--- config.mk ---
export PLATFORM = sky130hd
export DESIGN_NAME = booth_mul_seq_flat
export DESIGN_NICKNAME = d
export VERILOG_FILES = /design/src/rtl/booth_mul_seq_if.sv /design/src/rtl/booth_mul_seq.sv /design/src/flat_wrapper.sv
export SDC_FILE = /design/constraint.sdc
export NUM_CORES = 1
export LEC_CHECK = 0
export CAP_MARGIN = 20
export CORE_UTILIZATION = 55
export DETAILED_ROUTE_END_ITERATION = 7
export PLACE_DENSITY_LB_ADDON = 0.12
export SYNTH_ARGS = -nofsm -noshare
export SYNTH_HDL_FRONTEND = slang
export SYNTH_SLANG_ARGS = --single-unit
--- constraint.sdc ---
create_clock -name clk -period 5.9 [get_ports clk]
set_clock_uncertainty 0.05 [all_clocks]
set_input_delay 1.77 -clock clk [delete_from_list [all_inputs] [get_ports clk]]
set_output_delay 1.77 -clock clk [all_outputs]
set_load 0.02 [all_outputs]
--- src/rtl/booth_mul_seq_if.sv ---
// Handshake and result bundle for the sequential Booth multiplier.
// The requester uses the master view; the multiplier uses the slave view.
interface booth_mul_seq_if #(
    parameter int WIDTH = 32
);
    logic             start;
    logic [WIDTH-1:0] x_in;
    logic [WIDTH-1:0] y_in;
    logic             ready;
    logic             busy;
    logic             done;
    logic [WIDTH-1:0] hi;
    logic [WIDTH-1:0] lo;

    modport master (
        output start, x_in, y_in,
        input  ready, busy, done, hi, lo
    );

    modport slave (
        input  start, x_in, y_in,
        output ready, busy, done, hi, lo
    );
endinterface

--- src/rtl/booth_mul_seq.sv ---
// Sequential signed radix-2 Booth multiplier feeding the HI/LO registers.
// One add/subtract-and-shift step per clock; HI/LO change only on completion.
// Optional macro BOOTH_MUL_EARLY_TERM_EN: when every multiplier bit still to
// be scanned equals e1, the remaining pure shifts collapse into one cycle.
module booth_mul_seq #(
    parameter int WIDTH = 32,
    parameter int CNT_W = 6
) (
    input  logic           clk,
    input  logic           reset_n,
    booth_mul_seq_if.slave bus
);

    typedef enum logic [1:0] {
        ST_IDLE = 2'b00,
        ST_RUN  = 2'b01,
        ST_DONE = 2'b10
    } state_t;

    state_t           state_r;
    logic [WIDTH-1:0] acc_r;
    logic [WIDTH-1:0] q_r;
    logic             e1_r;
    logic [WIDTH-1:0] ycap_r;
    logic [CNT_W-1:0] cnt_r;
    logic [WIDTH-1:0] hi_r;
    logic [WIDTH-1:0] lo_r;
    logic             ready_r;
    logic             busy_r;
    logic             done_r;

    logic [WIDTH:0]   sum_s;
    logic [WIDTH-1:0] acc_nxt_s;
    logic [WIDTH-1:0] q_nxt_s;
    logic             e1_nxt_s;
    logic             last_s;

`ifdef BOOTH_MUL_EARLY_TERM_EN
    logic                   early_s;
    logic [CNT_W:0]         shamt_s;
    logic signed [2*WIDTH:0] wide_s;
`endif

    // One extra bit keeps the true sign when acc +/- ycap overflows WIDTH bits.
    function automatic logic [WIDTH:0] booth_addsub(
        input logic [1:0]       pair,
        input logic [WIDTH-1:0] acc,
        input logic [WIDTH-1:0] y
    );
        logic [WIDTH:0] a_ext;
        logic [WIDTH:0] y_ext;
        logic [WIDTH:0] r;
        a_ext = {acc[WIDTH-1], acc};
        y_ext = {y[WIDTH-1], y};
        case (pair)
            2'b10:   r = a_ext + ~y_ext + {{WIDTH{1'b0}}, 1'b1};
            2'b01:   r = a_ext + y_ext;
            default: r = a_ext;
        endcase
        return r;
    endfunction

    // Next {acc,q,e1}: Booth add/sub on {q[0],e1} then 1-bit arithmetic shift.
    always_comb begin
        sum_s     = booth_addsub({q_r[0], e1_r}, acc_r, ycap_r);
        acc_nxt_s = sum_s[WIDTH:1];
        q_nxt_s   = {sum_s[0], q_r[WIDTH-1:1]};
        e1_nxt_s  = q_r[0];
        last_s    = (cnt_r == CNT_W'(WIDTH - 1));
`ifdef BOOTH_MUL_EARLY_TERM_EN
        // Unscanned multiplier bits sit in q[WIDTH-1-cnt:0].
        early_s = (((q_r ^ {WIDTH{e1_r}}) & ({WIDTH{1'b1}} >> cnt_r)) == {WIDTH{1'b0}});
        shamt_s = (CNT_W + 1)'(WIDTH) - {1'b0, cnt_r};
        wide_s  = $signed({acc_r, q_r, e1_r}) >>> shamt_s;
        if (early_s) begin
            acc_nxt_s = wide_s[2*WIDTH:WIDTH+1];
            q_nxt_s   = wide_s[WIDTH:1];
            e1_nxt_s  = wide_s[0];
            last_s    = 1'b1;
        end else begin
            acc_nxt_s = sum_s[WIDTH:1];
            q_nxt_s   = {sum_s[0], q_r[WIDTH-1:1]};
            e1_nxt_s  = q_r[0];
            last_s    = (cnt_r == CNT_W'(WIDTH - 1));
        end
`endif
    end

    // Control FSM, iterative datapath and registered handshake/result outputs.
    always_ff @(posedge clk or negedge reset_n) begin
        if (!reset_n) begin
            state_r <= ST_IDLE;
            acc_r   <= {WIDTH{1'b0}};
            q_r     <= {WIDTH{1'b0}};
            e1_r    <= 1'b0;
            ycap_r  <= {WIDTH{1'b0}};
            cnt_r   <= {CNT_W{1'b0}};
            hi_r    <= {WIDTH{1'b0}};
            lo_r    <= {WIDTH{1'b0}};
            ready_r <= 1'b1;
            busy_r  <= 1'b0;
            done_r  <= 1'b0;
        end else begin
            case (state_r)
                ST_IDLE: begin
                    if (!ready_r) begin
                        // done-pulse cycle: start is not accepted until ready returns
                        ready_r <= 1'b1;
                        busy_r  <= 1'b0;
                        done_r  <= 1'b0;
                    end else if (bus.start) begin
                        acc_r   <= {WIDTH{1'b0}};
                        q_r     <= bus.x_in;
                        e1_r    <= 1'b0;
                        ycap_r  <= bus.y_in;
                        cnt_r   <= {CNT_W{1'b0}};
                        ready_r <= 1'b0;
                        busy_r  <= 1'b1;
                        state_r <= ST_RUN;
                    end else begin
                        state_r <= ST_IDLE;
                    end
                end
                ST_RUN: begin
                    acc_r <= acc_nxt_s;
                    q_r   <= q_nxt_s;
                    e1_r  <= e1_nxt_s;
                    cnt_r <= cnt_r + CNT_W'(1);
                    if (last_s) begin
                        state_r <= ST_DONE;
                    end else begin
                        state_r <= ST_RUN;
                    end
                end
                ST_DONE: begin
                    hi_r    <= acc_r;
                    lo_r    <= q_r;
                    done_r  <= 1'b1;
                    state_r <= ST_IDLE;
                end
                default: begin
                    state_r <= ST_IDLE;
                    ready_r <= 1'b1;
                    busy_r  <= 1'b0;
                    done_r  <= 1'b0;
                end
            endcase
        end
    end

    assign bus.ready = ready_r;
    assign bus.busy  = busy_r;
    assign bus.done  = done_r;
    assign bus.hi    = hi_r;
    assign bus.lo    = lo_r;

endmodule

--- src/flat_wrapper.sv ---
// flat-port wrapper written by rule: the top's interface ports become plain ports
module booth_mul_seq_flat 
#(
    parameter int WIDTH = 32,
    parameter int CNT_W = 6
)
  (clk, reset_n, bus_start, bus_x_in, bus_y_in, bus_ready, bus_busy, bus_done, bus_hi, bus_lo);
  booth_mul_seq_if #(.WIDTH(WIDTH)) bus_i ();
  input  logic clk;
  input  logic reset_n;
  input wire logic [$bits(bus_i.start)-1:0] bus_start;
  input wire logic [$bits(bus_i.x_in)-1:0] bus_x_in;
  input wire logic [$bits(bus_i.y_in)-1:0] bus_y_in;
  output wire logic [$bits(bus_i.ready)-1:0] bus_ready;
  output wire logic [$bits(bus_i.busy)-1:0] bus_busy;
  output wire logic [$bits(bus_i.done)-1:0] bus_done;
  output wire logic [$bits(bus_i.hi)-1:0] bus_hi;
  output wire logic [$bits(bus_i.lo)-1:0] bus_lo;
  assign bus_i.start = bus_start;
  assign bus_i.x_in = bus_x_in;
  assign bus_i.y_in = bus_y_in;
  assign bus_ready = bus_i.ready;
  assign bus_busy = bus_i.busy;
  assign bus_done = bus_i.done;
  assign bus_hi = bus_i.hi;
  assign bus_lo = bus_i.lo;
  booth_mul_seq #(.WIDTH(WIDTH), .CNT_W(CNT_W)) u_core (.clk(clk), .reset_n(reset_n), .bus(bus_i));
endmodule
# After elaboration in Yosys (flattened, before gate mapping)
# Index checks and enable logic that the tools add are counted.
[totals] ff_bits=172 latch_bits=0 mem_bits_rw=0 rom_bits=0 in_bits=67 out_inout_bits=67 wordCells=62 n_memories=0
[op_classes] n_addsub=4 n_mul=0 div_mod_pow=0 order_cmp=0 n_eq_ne=10 shifts=0 mux=25 n_bitwise=3 n_reduce_logical=8
[op_table] cell="32-bit 2-to-1 mux" n=4
[op_table] cell="32-bit case mux with 2 select lines" n=2
[op_table] cell="33-bit case mux with 2 select lines" n=1
[op_table] cell="32-bit by 32-bit adder with 33-bit output" n=1
[op_table] cell="33-bit by 1-bit adder with 33-bit output (second input constant)" n=1
[op_table] cell="33-bit adder" n=1
[op_table] cell="33-bit NOT" n=1
[op_table] cell="6-bit 2-to-1 mux" n=2
[op_table] cell="6-bit case mux with 2 select lines" n=1
[op_table] cell="1-bit 2-to-1 mux" n=8
[op_table] cell="6-bit by 1-bit adder with 6-bit output (second input constant)" n=1
[op_table] cell="6-bit by 5-bit equality test with 1-bit output (second input constant)" n=1
[op_table] cell="3-bit inequality test (second input constant)" n=2
[op_table] cell="1-bit case mux with 2 select lines" n=3
[op_table] cell="3-bit AND reduction" n=2
[op_table] cell="2-bit by 1-bit equality test with 1-bit output (second input constant)" n=2
[op_table] cell="2-bit equality test (second input constant)" n=2
[op_table] cell="2-bit 2-to-1 mux" n=2
[op_table] cell="2-bit inequality test (second input constant)" n=2
[op_table] cell="2-bit case mux with 2 select lines" n=1
[op_table] cell="2-bit AND reduction" n=2
[op_table] cell="4-bit AND reduction" n=1
[op_table] cell="1-bit case mux with 3 select lines" n=1
[op_table] cell="2-bit logical NOT" n=1
[op_table] cell="other kinds (4)" n=5

# Logic depth before layout (Yosys ltp)
[logic_depth] depth_word=5 ltp_mapped=12 mapped_depth_nobuf=12

# Worst setup path before layout
# OpenSTA, ideal clock, no wires.
[synth_path] path_kind="input to register" start="in bus_start" end="reg u_core.acc_r[25]" setup_time_ns=0.087 t_arrival_ns=3.153 required_time_ns=5.763 setup_slack_ns=2.610 stages=9 path_buffers=1 path_cell_list="nand3_4 -> o21a_1 -> buf_2 -> nor2_2 -> nand2_1 -> nor2_1 -> o311ai_0 -> a21o_1 -> o211ai_1"
[synth_via] elab_chain_len=2
[synth_lines] item="start: declaration" line="flat_wrapper.sv:11" text="input wire logic [$bits(bus_i.start)-1:0] bus_start;"
[synth_lines] item="2-bit inequality test (no source line)"
[synth_lines] item="3-bit AND reduction (no source line)"
[synth_lines] item="end signal: assignment" line="booth_mul_seq.sv:93" text="acc_r <= {WIDTH{1'b0}};"
[synth_lines] item="end signal: assignment" line="booth_mul_seq.sv:112" text="acc_r <= {WIDTH{1'b0}};"
[synth_lines] item="end signal: assignment" line="booth_mul_seq.sv:125" text="acc_r <= acc_nxt_s;"
[synth_lines] item="end: declaration" line="booth_mul_seq.sv:21" text="logic [WIDTH-1:0] acc_r;"
# Every way passes these cells.
# A chain may end at the register's enable or synchronous reset.

# Worst setup path in the final report
# Same ends and word-level chain as after synthesis.

==> impl_metrics.env <==
export IMPL_synth_area_mux_share_pct=13.1
export IMPL_hp_start="u_core.q_r[13]"
export IMPL_async_flop_share_pct=100
export IMPL_dp_hpwl_um=19600
export IMPL_synth_area_leader_cell="dfrtp_1"
export IMPL_maxSlewHeadroom_pct=35.6
export IMPL_maxCapViolCount=0
export IMPL_final_cell_mix="171 x dfrtp_1, 132 x clkdlybuf4s50_1, 98 x mux2_2"
export IMPL_synth_seq_area_share_pct=38.5
export IMPL_start_util_pct=56.8
export IMPL_hold_path_class="flip-flop to flip-flop"
export IMPL_layout_drive_gt1_share_pct=14.7
export IMPL_synth_cells=1159
export IMPL_finalSetupViolCount=0
export IMPL_post_cts_setup_buffer_count=0
export IMPL_max_stage_delay_ns=0.53
export IMPL_cp_top_family="simple AND/OR/NAND/NOR gates"
export IMPL_hold_viol_final=0
export IMPL_grtUsageTotal_pct=27.9
export IMPL_cp_num_buf_inv=1
export IMPL_cts_num_sinks=172
export IMPL_diodes=0
export IMPL_io_buffers=133
export IMPL_via_per_inst=6.03
export IMPL_wl_per_cell_um=18.3
export IMPL_r2r_end="u_core.acc_r[21]"
export IMPL_cp_end_kind="flip-flop"
export IMPL_synth_edf_count=0
export IMPL_synth_flop_cell="dfrtp_1"
export IMPL_r2r_cells=10
export IMPL_core_area_mm2=0.0197
export IMPL_synthXorXnorAreaFrac_pct=2.74
export IMPL_row_count=51
export IMPL_drv_slew=0
export IMPL_ys_top_cells_by_area="dfrtp_1 38%, mux2_2 9.9%, ha_1 7.8%"
export IMPL_synth_top_family_by_area="compound AO/OA/AOI/OAI gates"
export IMPL_rrSetupSlack_ns=2.48
export IMPL_grt_ovfl_total=0
export IMPL_pwr_density_cell_mw_per_mm2=597
export IMPL_worst_pin_slew_ns=0.965
export IMPL_cts_made_buffers=17
export IMPL_first_pass_iters=5
export IMPL_die_y_um=145
export IMPL_dieArea_mm2=0.0209
export IMPL_h_tree_depth=4
export IMPL_antenna_found_initial=0
export IMPL_ant_nets=0
export IMPL_totalWireLength_um=28000
export IMPL_path_max_fanout=37
export IMPL_cpMaxStageDelayCell="clkdlybuf4s50_1"
export IMPL_holdPathStages=2
export IMPL_synth_top_cell_area_share_pct=38.2
export IMPL_min_to="u_core.q_r[13]"
export IMPL_critPathKind="input port to flip-flop"
export IMPL_place_gp_congestion=0.945
export IMPL_synth_compound_area_share_pct=20.1
export IMPL_synth_adder_area_share_pct=8.18
export IMPL_utilization_pct=67.1
export IMPL_r2r_start="u_core.acc_r[13]"
export IMPL_peakVddDrop_uv=353
export IMPL_tns_ns=0
export IMPL_crit_path_cell_trace="clkdlybuf4s50_1 -> nand3_4 -> o21a_2 -> nor2_2 -> nand2_1 -> nor2_1 -> o311ai_0 -> a21o_1 -> o211ai_1"
export IMPL_ys_warnings_count=0
export IMPL_path_clk_slew_ns=0.07
export IMPL_synth_simple_gate_area_share_pct=11.9
export IMPL_cp_arrival_ns=4.29
export IMPL_drt_first_iter_violations=735
export IMPL_syn2layout_area_growth_pct=18.1
export IMPL_first_global_vias=8829
export IMPL_cts_hold_buf=0
export IMPL_min_period_ns=3.99
export IMPL_dr_total_vias=9200
export IMPL_start_kind="input port"
export IMPL_clockBufferDepth=2
export IMPL_nNetsFinal=1387
export IMPL_final_common_cell="dfrtp_1"
export IMPL_power_leakage_nw=5.92
export IMPL_grt_max_degree=107
export IMPL_synthDistinctLibCells=92
export IMPL_ys_ff_latch=172
export IMPL_boundaryPins=134
export IMPL_cp_startpoint="bus_start"
export IMPL_avgSynthCellArea_um2=9.66
export IMPL_grt_first_pass_wirelength_um=45300
export IMPL_fmax_mhz=251
export IMPL_cts_root_buf="clkbuf_16"
export IMPL_die_x_um=145
export IMPL_cts_resized_gates=0
export IMPL_rsz0062_at_grt="no"
export IMPL_netlist_area_mm2=0.0112
export IMPL_syn_nets=1298
export IMPL_clock_latency_ns=0.44
export IMPL_status="finished, final reports clean"
export IMPL_required_ns=6.20
export IMPL_drc=0
export IMPL_period_share_pct=67.6
export IMPL_cts_tree="built"
==> routing by layer <==
layer / track usage [%] / share of wire [%]
met5: 0 / 0
met2: 44.7 / 47
met4: 7.92 / 2.0
met3: 5.43 / 5.4
met1: 38.5 / 45
==> cells in the mapped netlist, drive strengths merged (3+ instances only) <==
library cell / number
dfrtp: 171
mux2: 99
o21ai: 98
nand2: 86
a21oi: 78
nor2: 77
inv: 71
ha: 70
clkbuf: 43
mux2i: 35
buf: 28
xnor2: 24
nand3: 22
nor3: 21
a21o: 16
o31ai: 14
a221oi: 13
nor2b: 12
and3: 11
o21bai: 11
xor2: 11
o211ai: 9
a31oi: 8
nand2b: 8
o21a: 8
a211oi: 7
o22ai: 7
or3: 7
a22oi: 6
a22o: 5
nand4: 5
nor4: 5
o221ai: 5
o311ai: 5
nand3b: 4
nor3b: 4
o2111ai: 4
o31a: 4
or2: 4
a221o: 3
a311oi: 3
a32oi: 3
a41oi: 3
and2: 3
o221a: 3
==> cell families (layout without fill, tap and decap cells) <==
logic type | after synthesis | in the layout
fa+ha+maj | 72 | 72
xor+xnor | 35 | 35
flops | 172 | 172
compound gates | 332 | 332
simple gates | 272 | 272
mux | 134 | 134
buf+inv | 142 | 244
==> cell type report <==
type | count | area, um^2
Multi-Input combinational cell | 845 | 6290
Sequential cell | 172 | 4310
Clock inverter | 15 | 200
Tap cell | 265 | 332
Fill cell | 1595 | 6500
Timing Repair Buffer | 141 | 1410
Inverter | 71 | 267
Clock buffer | 17 | 425
==> how the worst max path moves through the flow <==
stage	end	slack, ns	cells after the start
after floorplan	u_core.acc_r[25]	2.61	9
after global placement	u_core.acc_r[25]	1.58	9
after detailed placement	u_core.acc_r[25]	1.47	9
after CTS	u_core.acc_r[25]	1.91	9
after global routing	u_core.acc_r[25]	1.72	9
final	u_core.acc_r[25]	1.91	9
==> flip-flops by register name, summed over array words and instances, names as in the netlist <==
register and flops:
u_core.bus.done 1, u_core.state_r 2, u_core.bus.busy 1, u_core.bus.lo 32, u_core.bus.ready 1, u_core.cnt_r 6, u_core.ycap_r 32, u_core.q_r 32
u_core.bus.hi 32, u_core.e1_r 1, u_core.acc_r 32
==> tightest hold or removal path, stage by stage, from the launching register on <==
cell     delay, ns
dfrtp_1       0.36
nand2_1       0.05
o21ai_0       0.06
==> through the flow <==
stage / instance area [um^2] / total power [mW] / hold slack [ns] / setup slack, ns / instances
floorplan: 11200 / 5.49 / 0.415 / 2.61 / 1159
global placement: 12600 / 6.57 / 0.433 / 1.58 / 1494
detailed placement: 12600 / 6.64 / 0.443 / 1.47 / 1494
CTS: 13200 / 7.86 / 0.459 / 1.91 / 1526
global route: 13200 / 8.49 / 0.470 / 1.72 / 1526
finish: 13200 / 7.89 / 0.453 / 1.91 / 1526
==> power breakdown <==
part           internal (mW)  switching (mW)  total (mW)  leakage [nW]
Combinational           1.88            2.84        4.71          3.46
Clock                  0.615           0.555        1.17         0.297
Sequential              1.62           0.390        2.01          2.16
(Power assumes the default switching activity.)
==> variant: new RTL, same settings <==
`CNT_W` is set to 6 in 2 places; all go to 3.
--- a/src/rtl/booth_mul_seq.sv
+++ b/src/rtl/booth_mul_seq.sv
@@ -4,7 +4,7 @@
 // be scanned equals e1, the remaining pure shifts collapse into one cycle.
 module booth_mul_seq #(
     parameter int WIDTH = 32,
-    parameter int CNT_W = 6
+    parameter int CNT_W = 3
 ) (
     input  logic           clk,
     input  logic           reset_n,
--- a/src/flat_wrapper.sv
+++ b/src/flat_wrapper.sv
@@ -2,7 +2,7 @@
 module booth_mul_seq_flat 
 #(
     parameter int WIDTH = 32,
-    parameter int CNT_W = 6
+    parameter int CNT_W = 3
 )
   (clk, reset_n, bus_start, bus_x_in, bus_y_in, bus_ready, bus_busy, bus_done, bus_hi, bus_lo);
   booth_mul_seq_if #(.WIDTH(WIDTH)) bus_i ();
Behaviour: same outputs for any inputs over 10 cycles, from zero or initial values and one cycle with reset_n low; that may be too few to reach the edited logic, so the function may still have changed.
==> variant against the unedited design <==
  * Cell area is 1.6% lower
  * Sequential share of layout area is 0.063 points lower
  * Combinational power is 13% higher
  * Area after synthesis is 2.0% lower
  * Via count is 0.64% lower
  * Sequential cell count is 3 lower
  * Critical path depth stayed put
  * Total power is 7.6% higher
  * Worst setup slack worse by 0.39 ns
  * Routed wire length is 2.5% higher
  * Largest power group unchanged
  * Highest routed layer unchanged
==> variant: results (changes against the unedited design) <==
| Metric | Value |
|---|---|
| WL final | 28700 um (+2.5%) |
| Pwr/cell area | 652 nW/um^2 (+9.3%) |
| Total GRT Usage | 0.287 (+0.00808) |
| Pleak | 5.79 nW (-2.2%) |
| Headroom to the max-slew limit | 0.341 (-0.0158) |
| Mux cell area share after synthesis | 0.139 (+0.00835) |
| Detail Placement HPWL | 20000 um (+1.8%) |
| Fin nets | 1393 (+0.43%) |
| P_int | 4.34 mW (+5.4%) |
| Critical path peak fanout | 17 (-54%) |
| Vias in the first global route | 8793 (-0.41%) |
| Run status | completed |
| Distinct cells, synth | 81 (-12%) |
| Area contributors post-synth | dfrtp_1 (38%), mux2_2 (10%), ha_1 (8.1%), o21ai_0 (4.3%), mux2i_1 (3.6%) |
| Vias | 9141 (-0.64%) |
| Critical-path top delay cell | nor2_2 |
| Largest stage delay on the critical path | 0.72 ns (+0.19 ns) |
| Sequential area share after synthesis | 0.386 (+0.000923) |
| Final cell count without fillers | 1531 (+0.33%) |
| # fillers | 1672 (+4.8%) |
| Post-Synth Adder-Cell Area | 0.0846 (+0.00279) |
| Peak supply drop | 350 uV (-1.1%) |
| RePlAce Congestion | 0.911 (-3.6%) |
| Ratio of cells with drive above 1 in the final layout | 0.140 (-0.00690) |
| TritonRoute pass-1 iters | 6 (+1) |
| Top post-synthesis cells by count | dfrtp_1 (168), mux2_2 (101), o21ai_0 (95) |
| Xor and xnor fraction of the mapped netlist area | 0.0232 (-0.00424) |
| Synth Net Count | 1304 (+0.46%) |
| Clock network fraction of design power | 0.135 (-0.013) |
| Compound-gate portion of the synthesized area | 0.194 (-0.00711) |
[variant: cell types whose count changed after synthesis, sizes merged, moves of 6 or more]
cell	before	now
a21o	16	8
a21oi	78	71
and3	11	1
nand2b	8	18
nand4	5	11
nor2	77	88
o21ai	98	104
[variant: per-layer routing]
metal  vias up  GRT usage  wire length [um]
met2       310      0.457             13500
met4         0     0.0868               376
met1      4434      0.399             13100
li1       4359          -                 -
met3        38     0.0503              1610
met5         -          0                 0
[variant: through the flow]
step	setup slack [ns]	cell area, sq um	hold slack [ns]
floorplan	2.41	11000	0.393
global placement	1.24	12400	0.403
detailed placement	1.17	12400	0.418
CTS	1.62	13000	0.433
global route	1.34	13000	0.467
finish	1.52	13000	0.426
[variant: layout make-up]
type | instances | area [sq um] | area share
clock buffer | 17 | 425 | 0.0327
inverter | 74 | 278 | 0.0213
tap | 265 | 332 | 0.0255
clock inverter | 15 | 176 | 0.0136
sequential | 169 | 4230 | 0.325
timing repair buffer | 143 | 1410 | 0.108
multi-input combinational | 848 | 6170 | 0.474
[variant: worst paths after layout]
check	from	end	slack, ns	cells after the start
max	bus_start	u_core.acc_r[23]$_DFFE_PN0P_	1.52	9
min	u_core.cnt_r[2]$_DFFE_PN0P_	u_core.cnt_r[2]$_DFFE_PN0P_	0.43	2
max reg2reg	u_core.acc_r[0]$_DFFE_PN0P_	u_core.acc_r[23]$_DFFE_PN0P_	2.06	11
min reg2reg	u_core.cnt_r[2]$_DFFE_PN0P_	u_core.cnt_r[2]$_DFFE_PN0P_	0.43	2
max in group asynchronous	reset_n	u_core.acc_r[22]$_DFFE_PN0P_	3.37	2
min in group asynchronous	reset_n	u_core.acc_r[11]$_DFFE_PN0P_	1.36	1
